--- src/rtl/mem_load_scheduler_pkg.sv ---
// Shared types and sizing helpers for the DRAM-to-memory load scheduler.
package mem_load_pkg;

  typedef enum logic [2:0] {
    ST_IDLE   = 3'd0,
    ST_ARB    = 3'd1,
    ST_CLR    = 3'd2,
    ST_CMD    = 3'd3,
    ST_STREAM = 3'd4,
    ST_DONE   = 3'd5
  } state_e;

  // DRAM beats needed to fill one memory word.
  function automatic int div_ceiling(input int in_w, input int out_w);
    return (out_w + in_w - 1) / in_w;
  endfunction

  // The packer only needs an extra write-trigger event when a word spans several beats.
  function automatic bit flush_en(input int in_w, input int out_w);
    return in_w < out_w;
  endfunction

  function automatic int beat_cnt_w(input int in_w, input int out_w);
    return $clog2(div_ceiling(in_w, out_w) + 1);
  endfunction

endpackage

--- src/rtl/mem_load_scheduler_rr_arbiter.sv ---
// Combinational round-robin arbiter: grants the first request at or after ptr_i.
module rr_arbiter #(
  parameter int NUM_REQ = 3,
  parameter int PTR_W   = (NUM_REQ > 1) ? $clog2(NUM_REQ) : 1
) (
  input  logic [NUM_REQ-1:0] req_i,
  input  logic [PTR_W-1:0]   ptr_i,
  output logic [NUM_REQ-1:0] gnt_o,
  output logic [PTR_W-1:0]   idx_o
);

  logic found_s;
  int   cand_s;

  always_comb begin
    gnt_o   = '0;
    idx_o   = '0;
    found_s = 1'b0;
    cand_s  = 0;
    for (int off = 0; off < NUM_REQ; off++) begin
      cand_s = (int'(ptr_i) + off) % NUM_REQ;
      if (!found_s && req_i[cand_s]) begin
        gnt_o[cand_s] = 1'b1;
        idx_o         = PTR_W'(cand_s);
        found_s       = 1'b1;
      end else begin
        found_s = found_s;
      end
    end
  end

endmodule

--- src/rtl/mem_load_scheduler.sv ---
// Round-robin DRAM load scheduler: one read command per job, paces bytes into the
// packer and steers the packer's word writes to the granted on-chip memory.
module mem_load_scheduler
  import mem_load_pkg::*;
#(
  parameter int NUM_REQ           = 3,
  parameter int DATA_IN_BITWIDTH  = 8,
  parameter int DATA_OUT_BITWIDTH = 163,
  parameter int ADDR_W            = 10,
  parameter int DRAM_ADDR_W       = 32,
  parameter int LEN_W             = 10
) (
  input  logic                           clk_i,
  input  logic                           mem_load_rst_ni,
  input  logic [NUM_REQ-1:0]             req_i,
  input  logic [NUM_REQ*DRAM_ADDR_W-1:0] req_dram_addr_i,
  input  logic [NUM_REQ*ADDR_W-1:0]      req_mem_addr_i,
  input  logic [NUM_REQ*LEN_W-1:0]       req_len_i,
  output logic [NUM_REQ-1:0]             grant_o,
  output logic [NUM_REQ-1:0]             done_o,
  output logic                           busy_o,
  output logic                           dram_cmd_valid_o,
  input  logic                           dram_cmd_ready_i,
  output logic [DRAM_ADDR_W-1:0]         dram_cmd_addr_o,
  output logic [LEN_W+4:0]               dram_cmd_beats_o,
  input  logic                           dram_data_valid_i,
  input  logic [DATA_IN_BITWIDTH-1:0]    dram_data_i,
  output logic                           dram_data_ready_o,
  output logic                           packer_rst_o,
  output logic [DATA_IN_BITWIDTH-1:0]    packer_data_o,
  output logic                           packer_valid_o,
  input  logic                           packer_we_i,
  output logic [NUM_REQ-1:0]             mem_we_o,
  output logic [ADDR_W-1:0]              mem_addr_o
);

  localparam int DIVC  = div_ceiling(DATA_IN_BITWIDTH, DATA_OUT_BITWIDTH);
  localparam bit FLUSH = flush_en(DATA_IN_BITWIDTH, DATA_OUT_BITWIDTH);
  localparam int BCW   = beat_cnt_w(DATA_IN_BITWIDTH, DATA_OUT_BITWIDTH);
  localparam int PTR_W = (NUM_REQ > 1) ? $clog2(NUM_REQ) : 1;

  state_e                      state_q;
  logic [PTR_W-1:0]            ptr_q;
  logic [PTR_W-1:0]            idx_q;
  logic [NUM_REQ-1:0]          grant_q;
  logic [NUM_REQ-1:0]          done_q;
  logic [NUM_REQ-1:0]          mem_we_q;
  logic                        cmd_valid_q;
  logic [DRAM_ADDR_W-1:0]      cmd_addr_q;
  logic [LEN_W+4:0]            cmd_beats_q;
  logic                        pk_rst_q;
  logic [DATA_IN_BITWIDTH-1:0] pk_data_q;
  logic                        pk_valid_q;
  logic [1:0]                  phase_q;
  logic [BCW-1:0]              beat_cnt_q;
  logic [LEN_W-1:0]            groups_q;
  logic [LEN_W-1:0]            word_idx_q;
  logic [LEN_W-1:0]            len_q;
  logic [ADDR_W-1:0]           mem_base_q;
  logic [ADDR_W-1:0]           mem_addr_q;
  logic                        we_prev_q;

  logic [NUM_REQ-1:0]     arb_gnt_s;
  logic [PTR_W-1:0]       arb_idx_s;
  logic [DRAM_ADDR_W-1:0] sel_dram_s;
  logic [ADDR_W-1:0]      sel_base_s;
  logic [LEN_W-1:0]       sel_len_s;
  logic                   stream_free_s;
  logic                   data_ready_s;
  logic                   flush_s;
  logic                   beat_accept_s;
  logic                   we_rise_s;

  rr_arbiter #(
    .NUM_REQ(NUM_REQ),
    .PTR_W  (PTR_W)
  ) u_arb (
    .req_i(req_i),
    .ptr_i(ptr_q),
    .gnt_o(arb_gnt_s),
    .idx_o(arb_idx_s)
  );

  // One-hot AND-OR mux of the granted requester's job descriptor.
  always_comb begin
    sel_dram_s = '0;
    sel_base_s = '0;
    sel_len_s  = '0;
    for (int i = 0; i < NUM_REQ; i++) begin
      sel_dram_s = sel_dram_s | ({DRAM_ADDR_W{arb_gnt_s[i]}} & req_dram_addr_i[i*DRAM_ADDR_W +: DRAM_ADDR_W]);
      sel_base_s = sel_base_s | ({ADDR_W{arb_gnt_s[i]}} & req_mem_addr_i[i*ADDR_W +: ADDR_W]);
      sel_len_s  = sel_len_s  | ({LEN_W{arb_gnt_s[i]}} & req_len_i[i*LEN_W +: LEN_W]);
    end
  end

  // A new packer event may start only once the previous 2-cycle event has ended.
  assign stream_free_s = (state_q == ST_STREAM) && (phase_q == 2'd0) && (groups_q < len_q);
  assign data_ready_s  = stream_free_s && (beat_cnt_q < BCW'(DIVC));
  assign flush_s       = FLUSH && stream_free_s && (beat_cnt_q == BCW'(DIVC));
  assign beat_accept_s = data_ready_s && dram_data_valid_i;
  assign we_rise_s     = packer_we_i && !we_prev_q;

  // Job sequencing FSM with all outputs registered.
  always_ff @(posedge clk_i) begin
    if (!mem_load_rst_ni) begin
      state_q     <= ST_IDLE;
      ptr_q       <= '0;
      idx_q       <= '0;
      grant_q     <= '0;
      done_q      <= '0;
      mem_we_q    <= '0;
      cmd_valid_q <= 1'b0;
      cmd_addr_q  <= '0;
      cmd_beats_q <= '0;
      pk_rst_q    <= 1'b1;
      pk_data_q   <= '0;
      pk_valid_q  <= 1'b0;
      phase_q     <= 2'd0;
      beat_cnt_q  <= '0;
      groups_q    <= '0;
      word_idx_q  <= '0;
      len_q       <= '0;
      mem_base_q  <= '0;
      mem_addr_q  <= '0;
      we_prev_q   <= 1'b0;
    end else begin
      done_q    <= '0;
      mem_we_q  <= '0;
      we_prev_q <= packer_we_i;
      case (state_q)
        ST_IDLE: begin
          pk_rst_q <= 1'b0;
          if (|req_i) state_q <= ST_ARB;
          else        state_q <= ST_IDLE;
        end
        ST_ARB: begin
          if (arb_gnt_s == '0) begin
            state_q <= ST_IDLE;
          end else begin
            grant_q     <= arb_gnt_s;
            idx_q       <= arb_idx_s;
            cmd_addr_q  <= sel_dram_s;
            cmd_beats_q <= (LEN_W+5)'(sel_len_s) * (LEN_W+5)'(DIVC);
            mem_base_q  <= sel_base_s;
            len_q       <= sel_len_s;
            beat_cnt_q  <= '0;
            groups_q    <= '0;
            word_idx_q  <= '0;
            phase_q     <= 2'd0;
            if (sel_len_s == '0) begin
              state_q <= ST_DONE;
              done_q  <= arb_gnt_s;
            end else begin
              state_q  <= ST_CLR;
              pk_rst_q <= 1'b1;
            end
          end
        end
        ST_CLR: begin
          pk_rst_q    <= 1'b0;
          cmd_valid_q <= 1'b1;
          state_q     <= ST_CMD;
        end
        ST_CMD: begin
          if (dram_cmd_ready_i) begin
            cmd_valid_q <= 1'b0;
            state_q     <= ST_STREAM;
          end else begin
            cmd_valid_q <= 1'b1;
          end
        end
        ST_STREAM: begin
          if (phase_q != 2'd0) begin
            phase_q <= phase_q - 2'd1;
            if (phase_q == 2'd1) pk_valid_q <= 1'b0;
            else                 pk_valid_q <= 1'b1;
          end else if (beat_accept_s) begin
            pk_data_q  <= dram_data_i;
            pk_valid_q <= 1'b1;
            phase_q    <= 2'd2;
            if (FLUSH) beat_cnt_q <= beat_cnt_q + BCW'(1);
            else       groups_q   <= groups_q + LEN_W'(1);
          end else if (flush_s) begin
            // Byte-less event: the packer emits the completed word on it.
            pk_valid_q <= 1'b1;
            phase_q    <= 2'd2;
            beat_cnt_q <= '0;
            groups_q   <= groups_q + LEN_W'(1);
          end else begin
            pk_valid_q <= 1'b0;
          end
          if (we_rise_s) begin
            mem_we_q   <= grant_q;
            mem_addr_q <= mem_base_q + ADDR_W'(word_idx_q);
            word_idx_q <= word_idx_q + LEN_W'(1);
          end else begin
            mem_we_q <= '0;
          end
          if (word_idx_q == len_q) begin
            state_q <= ST_DONE;
            done_q  <= grant_q;
          end else begin
            state_q <= ST_STREAM;
          end
        end
        ST_DONE: begin
          grant_q    <= '0;
          pk_valid_q <= 1'b0;
          phase_q    <= 2'd0;
          ptr_q      <= (idx_q == PTR_W'(NUM_REQ - 1)) ? '0 : idx_q + PTR_W'(1);
          state_q    <= ST_IDLE;
        end
        default: state_q <= ST_IDLE;
      endcase
    end
  end

  assign grant_o           = grant_q;
  assign done_o            = done_q;
  assign busy_o            = (state_q != ST_IDLE);
  assign dram_cmd_valid_o  = cmd_valid_q;
  assign dram_cmd_addr_o   = cmd_addr_q;
  assign dram_cmd_beats_o  = cmd_beats_q;
  assign dram_data_ready_o = data_ready_s;
  assign packer_rst_o      = pk_rst_q;
  assign packer_data_o     = pk_data_q;
  assign packer_valid_o    = pk_valid_q;
  assign mem_we_o          = mem_we_q;
  assign mem_addr_o        = mem_addr_q;

endmodule
--- config.mk ---
export PLATFORM = sky130hd
export DESIGN_NAME = mem_load_scheduler
export DESIGN_NICKNAME = d
export VERILOG_FILES = /design/src/rtl/mem_load_scheduler_pkg.sv /design/src/rtl/mem_load_scheduler_rr_arbiter.sv /design/src/rtl/mem_load_scheduler.sv
export SDC_FILE = /design/constraint.sdc
export NUM_CORES = 1
export LEC_CHECK = 0
export BUFFER_PORTS_ARGS = -buffer_cell sky130_fd_sc_hd__buf_2
export CELL_PAD_IN_SITES_DETAIL_PLACEMENT = 1
export CELL_PAD_IN_SITES_GLOBAL_PLACEMENT = 2
export CORE_ASPECT_RATIO = 0.75
export CORE_UTILIZATION = 32
export CTS_CLUSTER_DIAMETER = 50
export DETAILED_ROUTE_END_ITERATION = 8
export PLACE_DENSITY = 0.95
export SYNTH_ARGS = -nofsm -noshare
export SYNTH_HDL_FRONTEND = slang
export SYNTH_SLANG_ARGS = --single-unit
--- constraint.sdc ---
create_clock -name clk_i -period 8.69 [get_ports clk_i]
set_input_delay 1.738 -clock clk_i [delete_from_list [all_inputs] [get_ports clk_i]]
set_output_delay 1.738 -clock clk_i [all_outputs]
set_load 0.02 [all_outputs]
# After elaboration in Yosys (flattened, before gate mapping)
# Cells that the tools add are included.
# Widths: inputs -> output; s select.
[totals] reg_bits=132 in_bits=172 output_inout_bits=79
[op_classes] n_addsub=8 multipliers=1 n_div=3 order_cmp=8 n_eq_ne=18 n_mux=63 bitwise_logic=19 reduce_logical=38
[ops] op="$and 32x32->32" n=3
[ops] op="$ge 32x1->1 const B" n=3
[ops] op="$lt 32x4->1 const B" n=3
[ops] op="$mod 32x3->32 const B" n=2
[ops] op="$or 32x32->32" n=2
[ops] op="$and 10x10->10" n=6
[ops] op="$mux 10" n=5
[ops] op="$or 10x10->10" n=4
[ops] op="$pmux 10 s2" n=2
[ops] op="$mod 3x3->32 const B" n=1
[ops] op="$mux 3" n=10
[ops] op="$add 10x1->10 const B" n=2
[ops] op="$mux 1" n=20
[ops] op="$mux 5" n=4
[ops] op="$mux 2" n=8
[ops] op="$mul 10x5->15 const B" n=1
[ops] op="$pmux 3 s5" n=1
[ops] op="$reduce_and 3->1" n=5
[ops] op="$ne 2x2->1 const B" n=7
[ops] op="$pmux 3 s2" n=2
[ops] op="$reduce_bool 2->1" n=6
[ops] op="$logic_and 1x1->1" n=11
[ops] op="$add 10x10->10" n=1
[ops] op="$eq 10x10->1" n=1
[ops] op="other kinds (32)" n=48

# Depth between registers and ports, before layout
[depth] word_depth=18 mapped_depth=23 mapped_depth_nobuf=21

# Modules after synthesis
# Synthesis repeated with hierarchy kept, for this count alone.
[hier_totals] hier_cells=864 hier_area_um2=7420.9
[by_module_without_submodules] mod="mem_load_scheduler" instances=1 cells_each=812 area_each_um2=7088.0 seq_area_each_um2=2602.5
[by_module_without_submodules] mod="rr_arbiter" instances=1 cells_each=52 area_each_um2=332.8 seq_area_each_um2=0.0

# Least setup slack after synthesis
# Ideal clock, no wire load.
[synth_path] path_type="input -> register" start="input req_i[2]" end="register cmd_beats_q[14] (netlist: dram_cmd_beats_o[14])" setup_ns=0.122 arrival_ns=5.823 t_required_ns=8.568 setup_slack_ns=2.745 cell_stages=19 n_path_buf=2 cell_sequence="buf_2 > nor3b_1 > o21a_1 > o21a_1 > mux2_2 > buf_2 > a222oi_1 > inv_1 > ha_1 > ha_1 > ha_1 > ha_1 > o21a_1 > a2111oi_0 > o21a_1 > nor3_1 > a31oi_1 > xor2_1 > o21ai_0"
[synth_between] elab_chain_len=14 word_cells_on_any_way=29
[synth_lines] element="from (decl)" line="mem_load_scheduler.sv:15" rtl="input logic [NUM_REQ-1:0] req_i,"
[synth_lines] element="$bmux 1 s2" line="mem_load_scheduler_rr_arbiter.sv:22" rtl="if (!found_s && req_i[cand_s]) begin"
[synth_lines] element="$mux 1 (implied by the code) (2 in series)" line="mem_load_scheduler_rr_arbiter.sv:22"
[synth_lines] element="$mux 1" line="mem_load_scheduler_rr_arbiter.sv:22"
[synth_lines] element="$logic_not 1->1" line="mem_load_scheduler_rr_arbiter.sv:22"
[synth_lines] element="$logic_and 1x1->1" line="mem_load_scheduler_rr_arbiter.sv:22"
[synth_lines] element="$mux 1" line="mem_load_scheduler_rr_arbiter.sv:22"
[synth_lines] element="$logic_not 1->1" line="mem_load_scheduler_rr_arbiter.sv:22"
[synth_lines] element="$logic_and 1x1->1" line="mem_load_scheduler_rr_arbiter.sv:22"
[synth_lines] element="$mux 3 (*)" line="mem_load_scheduler_rr_arbiter.sv:22"
[synth_lines] element="$and 10x10->10" line="mem_load_scheduler.sv:92" rtl="sel_len_s = sel_len_s | ({LEN_W{arb_gnt_s[i]}} & req_len_i[i*LEN_W +: LEN_W]);"
[synth_lines] element="$or 10x10->10" line="mem_load_scheduler.sv:92"
[synth_lines] element="$or 10x10->10 (*)" line="mem_load_scheduler.sv:92"
[synth_lines] element="net sel_len_s[3]" line="mem_load_scheduler.sv:67" rtl="logic [LEN_W-1:0] sel_len_s;"
[synth_lines] element="$mul 10x5->15 (*)" line="mem_load_scheduler.sv:143" rtl="cmd_beats_q <= (LEN_W+5)'(sel_len_s) * (LEN_W+5)'(DIVC);"
[synth_lines] element="to (signal assigned)" line="mem_load_scheduler.sv:143"
[synth_lines] element="to (decl)" line="mem_load_scheduler.sv:50" rtl="logic [LEN_W+4:0] cmd_beats_q;"
# Mark *: on every way through the listed nets, which the timed path passes. The rest lies on a longest branch. The select of a mux whose other input is x is not followed.
# A chain may end at the register's enable or synchronous reset.

# Final worst setup path
# Ends and elaborated chain as after synthesis.

==> metrics.md <==
| Metric | Value |
|---|---|
| YS warnings | `0` |
| Antenna Cells | `0` |
| Drt first pass iters | `9` |
| Worst hold path cell count | `2` |
| Power per Cell Area | `201.0 nW/um^2` |
| CTS tree | `done` |
| CTS Hold Bufs | `0` |
| Post-route clock period utilization | `between 70% and 80%` |
| Initial DRC Count | `just under 600` |
| Fin area | `9662 um^2` |
| GRT Util Overall | `between 20% and 30%` |
| Syn avg cell area | `8.891 um^2` |
| Slew Limit Fails | `0` |
| Clock latency reported for the late side of the worst-skew pair | `0.42 ns` |
| CTS clk-pin slew, worst paths | `0.06 ns` |
| Maxcap violations | `0` |
| Post-CTS Setup Inserts | `0` |
| Core Area | `around 23000 um^2` |
| I/O Buffers | `250` |
| FF-to-FF path depth | `20` |
| Max Clk Rate | `0.1551 GHz` |
| Hold crit path type | `reg2reg` |
| Syn nets | `1088` |
| Ys async rst share | `0%` |
| GR Util met2 | `roughly a third` |
| Placed cell area | `9034 um^2` |
| Area added between synthesis and finish | `27.85%` |
| Starting density of the core | `32.77%` |
| Final nets | `1307` |
| Number of top-level pins | `between 200 and 300` |
| Worst VDD drop | `around 110 uV` |
| Most frequent cells in the layout | `buf_2 (249), dfxtp_1 (130), nand2_1 (127)` |
| Share of cells above drive strength 1 | `28.19%` |
| Yosys cell types | `66` |
| Final setup viols | `0` |
| Worst setup SP type | `input pin` |
| GR Layer Usage met3 | `5.448%` |
| Remaining Overflow, GRT | `0` |
| GR peak layer | `met2` |
| Number of CTS-inserted buffers | `17` |
| Violations in the final reports | `DRC` |
| Critical path peak fanout | `54` |
| Crit Path Class | `in2reg` |
| Post_cts resized | `0` |
| Die Ht | `135.1 um` |
| Crit path time final | `roughly 6.4 ns` |
| Post-route ant nets | `0` |
| Clk buf depth | `2` |
| Via count | `7511` |
| Total Power | `1942 uW` |
| EDFF count, synth | `0` |
| Hold WS | `about 0.46 ns` |
| Final hold vios | `0` |
| Initial antenna violation count | `0` |
| Commonest non-fill, non-tap cell in the layout | `buf_2` |
| # H-tree levels | `4` |
| Worst EP required | `9.03 ns` |
| Final GP Congestion | `0.8194` |
| Vias in the first global route | `between 7000 and 8000` |
| Actual slew at the worst max-slew pin | `1.138 ns` |
| Unrepaired setup endpoints after global routing | `false` |
| Max_slew headroom | `a little under a quarter` |
| Sequential share of the synthesized area | `34.44%` |
| PnR worst setup slack | `2.241 ns` |
| Main flop type after synthesis | `dfxtp_1` |
| Worst Setup End Kind | `flip-flop` |
| Fin Setup TNS | `0 ns` |
| First-pass GRT wire length | `39880 um` |
| Vias per inst | `between 5 and 6` |
| Number of cell rows | `48` |
| Leakage | `0.004835 uW` |
| Die Width | `179.5 um` |
| Root cell of the clock tree | `clkbuf_16` |
| Routed Wire Length | `25350 um` |
| Die area | `24240 um^2` |
| Wire per inst | `roughly 18 um` |
| FF+latch count, synth | `130` |
| Worst EP arrival | `6.79 ns` |
| Largest net degree at the start of global routing | `79` |
| Met1 Track Usage GR | `26.02%` |
| Outcome | `finished, violations left` |
| Clk sinks | `130` |
| DRC errors left | `8` |
| Post-place setup slack | `1.861 ns` |
| Syn Inst Count | `850` |
| Final clock skew | `0.009210 ns` |
| Mapped Area | `around 7600 um^2` |
| Final HPWL DP | `between 15000 and 20000 um` |
synthesized netlist by cell type, drive strengths merged, types with 5 or more instances:
cell	number	area (um^2)
a21boi	20	150.1
a21oi	25	125.1
a222oi	52	520.5
and3	17	106.4
buf	15	83.83
clkbuf	43	161.4
dfxtp	130	2603
ha	62	775.7
inv	45	168.9
mux2i	10	100.1
nand2	128	483.0
nand2b	6	37.54
nand3	16	80.08
nand3b	5	37.54
nand4	8	50.05
nor2	32	120.1
nor2b	21	133.9
nor3	7	35.03
nor4	5	46.29
o2111ai	5	43.79
o211a	46	460.4
o211ai	5	37.54
o21a	8	60.06
o21ai	23	115.1
o22ai	5	31.28
or4	7	52.55
xnor2	27	236.5
xor2	12	105.1
worst max-delay path, stage by stage:
cell      delay, ns
buf_2          0.16
nand3b_1       0.19
o21a_1         0.26
mux2_2         0.75
a222oi_1       0.58
inv_1          0.20
ha_1           0.33
ha_1           0.28
inv_1          0.05
fa_1           0.53
inv_1          0.05
ha_1           0.34
o21a_1         0.15
o21ai_0        0.09
o21a_1         0.18
nor3_1         0.40
a31oi_1        0.16
xor2_1         0.16
o21ai_0        0.18
layout make-up:
cell class | count | area (um^2)
Clock inverter | 13 | 175.2
Sequential cell | 130 | 2603
Timing Repair Buffer | 258 | 1314
Tap cell | 300 | 375.4
Inverter | 45 | 168.9
Clock buffer | 19 | 452.9
Fill cell | 2819 | 13400
Multi-Input combinational cell | 617 | 4573
state kept, by name, summed over array words and instances, names as in the netlist:
name              cells
packer_valid_o        1
ptr_q                 2
we_prev_q             1
beat_cnt_q            5
packer_rst_o          1
mem_we_o              3
state_q               3
phase_q               2
groups_q             10
idx_q                 2
len_q                 8
grant_o               3
mem_addr_o           10
packer_data_o         8
dram_cmd_addr_o      32
dram_cmd_beats_o     15
done_o                3
dram_cmd_valid_o      1
mem_base_q           10
word_idx_q           10
power breakdown:
| group | switching [uW] | leakage [uW] | total, uW | internal [uW] |
|---|---|---|---|---|
| logic | 295 | 0.00348 | 500 | 205 |
| registers | 32.0 | 0.00106 | 674 | 642 |
| clock network | 296 | 0.000301 | 769 | 472 |
kinds of logic after synthesis:
group,count (synthesis),share of synthesized area [%]
and+or+nand+nor,268,17.14
xor gates and xnor gates,39,4.520
buffers and inverters,103,5.480
AOI/OAI and AO/OA,233,25.63
adders and majority gates,66,11.32
DFF,130,34.44
muxes,11,1.474
per-stage QoR:
stage	util (%)	std cells
CTS	41.89	1382
floorplan	-	850
global placement	39.17	1350
detailed placement	39.17	1350
global route	41.89	1382
finish	41.89	1382
final timing paths:
check | from | end | slack (ns)
setup / recovery | req_i[2] | dram_cmd_beats_o[14]$_SDFFE_PN0P_ | 2.24
hold / removal | mem_addr_o[4]$_SDFFE_PN0P_ | mem_addr_o[4]$_SDFFE_PN0P_ | 0.46
setup reg to reg | ptr_q[1]$_SDFFE_PN0P_ | dram_cmd_beats_o[14]$_SDFFE_PN0P_ | 2.77
hold reg to reg | mem_addr_o[4]$_SDFFE_PN0P_ | mem_addr_o[4]$_SDFFE_PN0P_ | 0.46
metal layers:
layer / routed length [um] / share of wire, %
met3: 1281 / 5.1
met2: 12100 / 48
met1: 11480 / 45
met4: 488 / 1.9
met5: 0 / 0
(Power assumes the default switching activity.)
